[config.mk]
export PLATFORM = sky130hd
export DESIGN_NAME = hazard_ctrl
export DESIGN_NICKNAME = d
export VERILOG_FILES = /design/src/rtl/hazard_ctrl.sv
export SDC_FILE = /design/constraint.sdc
export NUM_CORES = 1
export LEC_CHECK = 0
export BUFFER_PORTS_ARGS = -buffer_cell sky130_fd_sc_hd__buf_4
export CAP_MARGIN = 15
export CELL_PAD_IN_SITES_DETAIL_PLACEMENT = 0
export CELL_PAD_IN_SITES_GLOBAL_PLACEMENT = 1
export CORE_MARGIN = 1.5
export CORE_UTILIZATION = 31
export DETAILED_ROUTE_END_ITERATION = 10
export PLACE_DENSITY_LB_ADDON = 0.1
export SYNTH_ARGS = -nofsm -noshare
export SYNTH_HDL_FRONTEND = slang
export SYNTH_SLANG_ARGS = --single-unit
[constraint.sdc]
create_clock -name clock -period 2.7 [get_ports clock]
set_input_delay 0.135 -clock clock [delete_from_list [all_inputs] [get_ports clock]]
set_output_delay 0.135 -clock clock [all_outputs]
set_load 0.01 [all_outputs]
[src/rtl/hazard_ctrl.sv]
// hazard_ctrl: pipeline stall/flush/freeze sequencing and X-stage forwarding selects; HAZARD_PERF_CNT_EN adds stall/flush counters
module hazard_ctrl #(
    parameter int AW        = 5,
    parameter int FLUSH_CYC = 1,
    parameter int CNT_W     = 32
) (
    input  logic             clock,
    input  logic             reset,
    input  logic [AW-1:0]    rs1_D,
    input  logic [AW-1:0]    rs2_D,
    input  logic             use_rs1_D,
    input  logic             use_rs2_D,
    input  logic [AW-1:0]    rd_X,
    input  logic             regwen_X,
    input  logic             load_X,
    input  logic [AW-1:0]    rd_M,
    input  logic             regwen_M,
    input  logic [AW-1:0]    rd_W,
    input  logic             regwen_W,
    input  logic             redirect_X,
    input  logic             mem_req_M,
    input  logic             mem_ready,
    output logic             nop,
    output logic             PCSel_f,
    output logic             freeze,
    output logic [1:0]       fwdA,
    output logic [1:0]       fwdB,
    output logic [CNT_W-1:0] perf_stall,
    output logic [CNT_W-1:0] perf_flush
);
    typedef enum logic [1:0] {RUN, LDSTALL, FLUSH, MEMWAIT} state_t;

    state_t        state, resume, cur, state_nx;
    logic [1:0]    cnt, cnt_nx;
    logic [AW-1:0] rs1_X, rs2_X;
    logic          load_use;

    // MEMWAIT is transparent: the interrupted state carries on once memory is ready
    assign cur      = (state == MEMWAIT) ? resume : state;
    assign load_use = load_X & regwen_X & (rd_X != '0) &
                      ((use_rs1_D & (rs1_D == rd_X)) | (use_rs2_D & (rs2_D == rd_X)));
    assign freeze   = reset & mem_req_M & ~mem_ready;
    assign fwdA     = (regwen_M && rd_M != '0 && rd_M == rs1_X) ? 2'd1 :
                      (regwen_W && rd_W != '0 && rd_W == rs1_X) ? 2'd2 : 2'd0;
    assign fwdB     = (regwen_M && rd_M != '0 && rd_M == rs2_X) ? 2'd1 :
                      (regwen_W && rd_W != '0 && rd_W == rs2_X) ? 2'd2 : 2'd0;

    // next state and strobes; a redirect squashes the dependent instruction, so it outranks load-use
    always_comb begin
        state_nx = cur;
        cnt_nx   = cnt;
        nop      = 1'b0;
        PCSel_f  = 1'b0;
        if (reset && !freeze) begin
            if (redirect_X) begin
                PCSel_f  = 1'b1;
                cnt_nx   = 2'(FLUSH_CYC - 1);
                state_nx = (FLUSH_CYC > 1) ? FLUSH : RUN;
            end else if (cur == FLUSH) begin
                PCSel_f  = 1'b1;
                cnt_nx   = cnt - 2'd1;
                state_nx = (cnt == 2'd1) ? RUN : FLUSH;
            end else if (cur == LDSTALL) begin
                state_nx = RUN;
            end else if (load_use) begin
                nop      = 1'b1;
                state_nx = LDSTALL;
            end
        end
    end

    // state, flush count and X-stage source registers; everything holds while frozen
    always_ff @(posedge clock or negedge reset) begin
        if (!reset) begin
            state  <= RUN;
            resume <= RUN;
            cnt    <= 2'd0;
            rs1_X  <= '0;
            rs2_X  <= '0;
        end else if (freeze) begin
            state  <= MEMWAIT;
            resume <= cur;
        end else begin
            state  <= state_nx;
            cnt    <= cnt_nx;
            rs1_X  <= (nop || PCSel_f) ? '0 : rs1_D;
            rs2_X  <= (nop || PCSel_f) ? '0 : rs2_D;
        end
    end

`ifdef HAZARD_PERF_CNT_EN
    // saturating counts of bubble and squash cycles
    always_ff @(posedge clock or negedge reset) begin
        if (!reset) begin
            perf_stall <= '0;
            perf_flush <= '0;
        end else begin
            if (nop && perf_stall != '1) perf_stall <= perf_stall + CNT_W'(1);
            if (PCSel_f && perf_flush != '1) perf_flush <= perf_flush + CNT_W'(1);
        end
    end
`else
    assign perf_stall = '0;
    assign perf_flush = '0;
`endif
endmodule

After elaboration in Yosys (flattened, before gate mapping) --
Index checks and enable logic that the tools add are counted.
Operators by class: multiplexer cells 24, reductions and logical operators 14, equality and inequality tests 10, add/sub/neg operators 1, bitwise operators 10
Operator list (count):
- equality test 5 bit | 6
- 2-to-1 mux 2 bit | 14
- nonzero test 5 bit | 3
- 2-to-1 mux 5 bit | 2
- 2-to-1 mux 1 bit | 8
- AND 1 bit | 7
- logical AND 1 bit | 7
- equality test 2 x 1 -> 1 bit (second input constant) | 2
- equality test 2 bit (second input constant) | 2
- AND reduction 3 bit | 1
- inverter 1 bit | 2
- nonzero test 2 bit | 1
- subtractor 2 x 1 -> 2 bit (second input constant) | 1
- zero test 1 bit | 1
- logical OR 1 bit | 1
- OR 1 bit | 1
Word-level totals: bits of input ports 36, output and inout bits 71, register bits after elaboration 16, word-level logic and storage cells 64

Logic depth before layout (Yosys ltp) --
word-level depth 11, depth in mapped cells 6, mapped depth without buffers 5

Least setup slack after synthesis --
Ideal clock, no wire load.
kind input -> output, from input rd_M[1], to output fwdA[1], setup slack 1.137 ns, arrival time 1.428 ns, required time 2.565 ns, stages on the path 4, path through or4_1 -> o21ai_0 -> nor4_1 -> nor4_1
On the way: word-level cells in the longest chain between the ends 4, elaborated cells on any way between the ends 5, those cells by class eq/ne (1); mux (1); reduce/logical (3)
RTL lines:
- start, declared | RTL line 16 | input logic [AW-1:0] rd_M,
- nonzero test 5 bit | RTL line 43 | assign fwdA = (regwen_M && rd_M != '0 && rd_M == rs1_X) ? 2'd1 :
- logical AND 1 bit | RTL line 43
- logical AND 1 bit (*) | RTL line 43
- 2-to-1 mux 2 bit (*) | RTL line 43
- end, declared | RTL line 26 | output logic [1:0] fwdA,
Mark *: on every way between the ends. The rest lies on a longest branch, timed or not.

Worst setup path after layout --
from input reset, to output freeze
On the way: word-level cells in the longest chain between the ends 2
RTL lines:
- start, declared | RTL line 8 | input logic reset,
- AND 1 bit (2 in a row) | RTL line 42 | assign freeze = reset & mem_req_M & ~mem_ready;
- end, declared | RTL line 25 | output logic freeze,
Every way passes these cells.

==> results.json <==
{
  "cp_slowest_cell": "dlygate4sd3_1",
  "ys_types": 31,
  "grt_pass1_wl_mm": 5.133,
  "portBuffers": 42,
  "crit_path_max_fanout": 19,
  "wl_per_cell_um": 11.56,
  "rsz0062_at_grt": "false",
  "drtAntennaViolNets": 0,
  "clkSinkCount": 16,
  "drt_first_pass_iters": 4,
  "synth-main-ff-cell": "dfrtp_1",
  "crit_chain": "dlygate4sd3_1 > buf_4 > inv_1 > or2_2 > inv_1 > buf_4",
  "drv_cap": 0,
  "wirelength_mm": 3.536,
  "start_util_pct": 32.02,
  "grt.total_usage_pct": 11.97,
  "final_cell_mix": "conb_1 (64), buf_4 (43), xor2_1 (22)",
  "setup_viol": 0,
  "nets": 275,
  "fillCellCount": 571,
  "powerDensity_nw_per_um2": 445.1,
  "antenna_cells": 0,
  "die_w_um": 75.63,
  "timing.final.max_slew_violations": 0,
  "post-route-drc-count": 0,
  "synth_edf_count": 0,
  "cpPeakStageDelay_ps": 530,
  "crit_path_start_kind": "primary input",
  "worst-r2r-cell-count": 5,
  "grt_max_degree": 20,
  "async_flop_share_pct": 100.0,
  "row_count": 26,
  "synth.avg_cell_area_um2": 8.473,
  "final_period_minus_worst_setup_slack_ps": 2108,
  "hp-start": "redirect_X",
  "stdcell_count": 306,
  "synth_seq_cells": 16,
  "holdWs_ps": 111.2,
  "cts.clk_slew.worst_paths_ps": 60,
  "dieArea_um2": 5720,
  "vias": 1243,
  "syn_inst": 193,
  "first_iter_violations": 24,
  "required_ps": 2570,
  "hold_path_class": "primary input to flop",
  "clock-skew-final_ps": 1.146,
  "dpl.cell_count": 302,
  "core-area_um2": 5107,
  "yosysSeqAreaShare_pct": 24.48,
  "endpoint_kind": "output pin",
  "area_growth_pct": 12.01,
  "viasPerCell": 4.062,
  "final.setup.tns_ps": 0,
  "max_freq_mhz": 474.4,
  "die-height_um": 75.63,
  "ios": 107,
  "cts_root_buf": "clkbuf_8",
  "crit_type": "primary input to output pin",
  "syn_area_um2": 1635,
  "arrival_ps": 1970,
  "reg2reg_slack_ps": 1150,
  "p_leak_nw": 0.9276,
  "mostFrequentLayoutCell": "conb_1",
  "cts_max_level": 1,
  "hold_violations": 0,
  "grt_overflow": 0,
  "grt_pass1_vias": 1032,
  "hold_path_depth": 2,
  "vdd_ir_drop_max_v": 0.0001830,
  "numCtsBuffers": 3,
  "r2r-start": "resume[1]",
  "r2r-end": "rs1_X[0]",
  "clockBufferDepth": 2,
  "drive_above_1_share_pct": 22.46,
  "clock_latency_ps": 250,
  "cts_tree": "done",
  "gp_congestion": 0.7546,
  "period_share_pct": 78.07,
  "status": "finished clean",
  "hpwl_mm": 2.908,
  "ys_warn_count": 0,
  "antenna_found_initial": 0,
  "worstHoldEndpoint": "cnt[1]"
}
## cell families (layout without fill, tap and decap cells)
logic type | count (synthesis) | count (layout) | synth area share [%]
and+or+nand+nor | 40 | 40 | 13.54
adders and majority gates | 1 | 1 | 0.7650
AOI/OAI and AO/OA | 31 | 31 | 12.32
DFF | 16 | 16 | 24.48
buffers and inverters | 73 | 53 | 32.06
xor gates and xnor gates | 31 | 31 | 16.60
other | 1 | 64 | 0.2293
## metrics by stage
stage / total power [mW] / setup slack, ps / utilization, % / instance area, um2
6_report: 0.8154 / 592.1 / 35.86 / 1832
5_1_grt: 0.8795 / 466.7 / 35.86 / 1832
4_1_cts: 0.8185 / 562.0 / 35.86 / 1832
3_3_place_gp: 0.6437 / 982.0 / 34.86 / 1780
2_1_floorplan: 0.5977 / 1137 / - / 1872
3_5_place_dp: 0.6370 / 977.0 / 34.86 / 1780
## critical path: cells and delay by family
| kind | cells | cell delay, ps |
|---|---|---|
| AND/OR/NAND/NOR | 1 | 350 |
| buffers and inverters | 5 | 1460 |
## where the power goes
part	leakage, nW	total (mW)	switching, mW	internal [mW]
clock	0.0216	0.182	0.0835	0.0989
sequential	0.200	0.334	0.0494	0.284
combinational	0.706	0.299	0.168	0.131
## metal layers
layer | GRT usage [%] | up-vias | share of wire (%) | routed length (um)
met3 | 1.984 | 2 | 7.0 | 248
met4 | 3.571 | 0 | 0.68 | 24
met5 | 0 | - | 0 | 0
met2 | 18.52 | 64 | 46 | 1621
li1 | - | 613 | - | -
met1 | 17.14 | 564 | 46 | 1641
## worst max path at each step
stage | to | from | cells after the start | slack [ps]
CTS | freeze | reset | 6 | 560
finish | freeze | reset | 6 | 590
global placement | fwdA[1] | rd_M[1] | 6 | 980
floorplan | fwdA[1] | rd_M[1] | 4 | 1140
detailed placement | fwdA[1] | rd_M[1] | 6 | 980
global route | freeze | reset | 6 | 470
## flip-flops by register name, indices dropped and copies added, names as in the netlist
register	flops
resume	2
state	2
rs1_X	5
rs2_X	5
cnt	2
## Yosys cell counts, types with 3 or more instances
library cell	n	area share (%)
nor2_1	12	2.8
xor2_1	22	12
dfrtp_1	16	24
nor4_1	5	1.9
a22oi_1	11	5.0
o21ai_0	8	2.4
xnor2_1	9	4.8
nand3_1	3	0.92
a21oi_1	6	1.8
or4_1	5	2.3
nand2_1	7	1.6
buf_4	64	29
inv_1	6	1.4
## area by class of cell
cell class / count / area [um2] / share of cell area [%]
clock buffer: 3 / 41.29 / 2.254
tap: 70 / 87.58 / 4.781
sequential: 16 / 400.4 / 21.86
timing repair buffer: 44 / 332.8 / 18.17
inverter: 6 / 22.52 / 1.230
multi-input combinational: 167 / 947.2 / 51.71
## what timing repair did
action,4_1_cts,5_1_grt
buffers inserted,0,0
hold buffers,1,0
gates resized for setup,0,0
hold endpoints to repair,16,0
No activity file was read; power rests on OpenSTA's default activity.
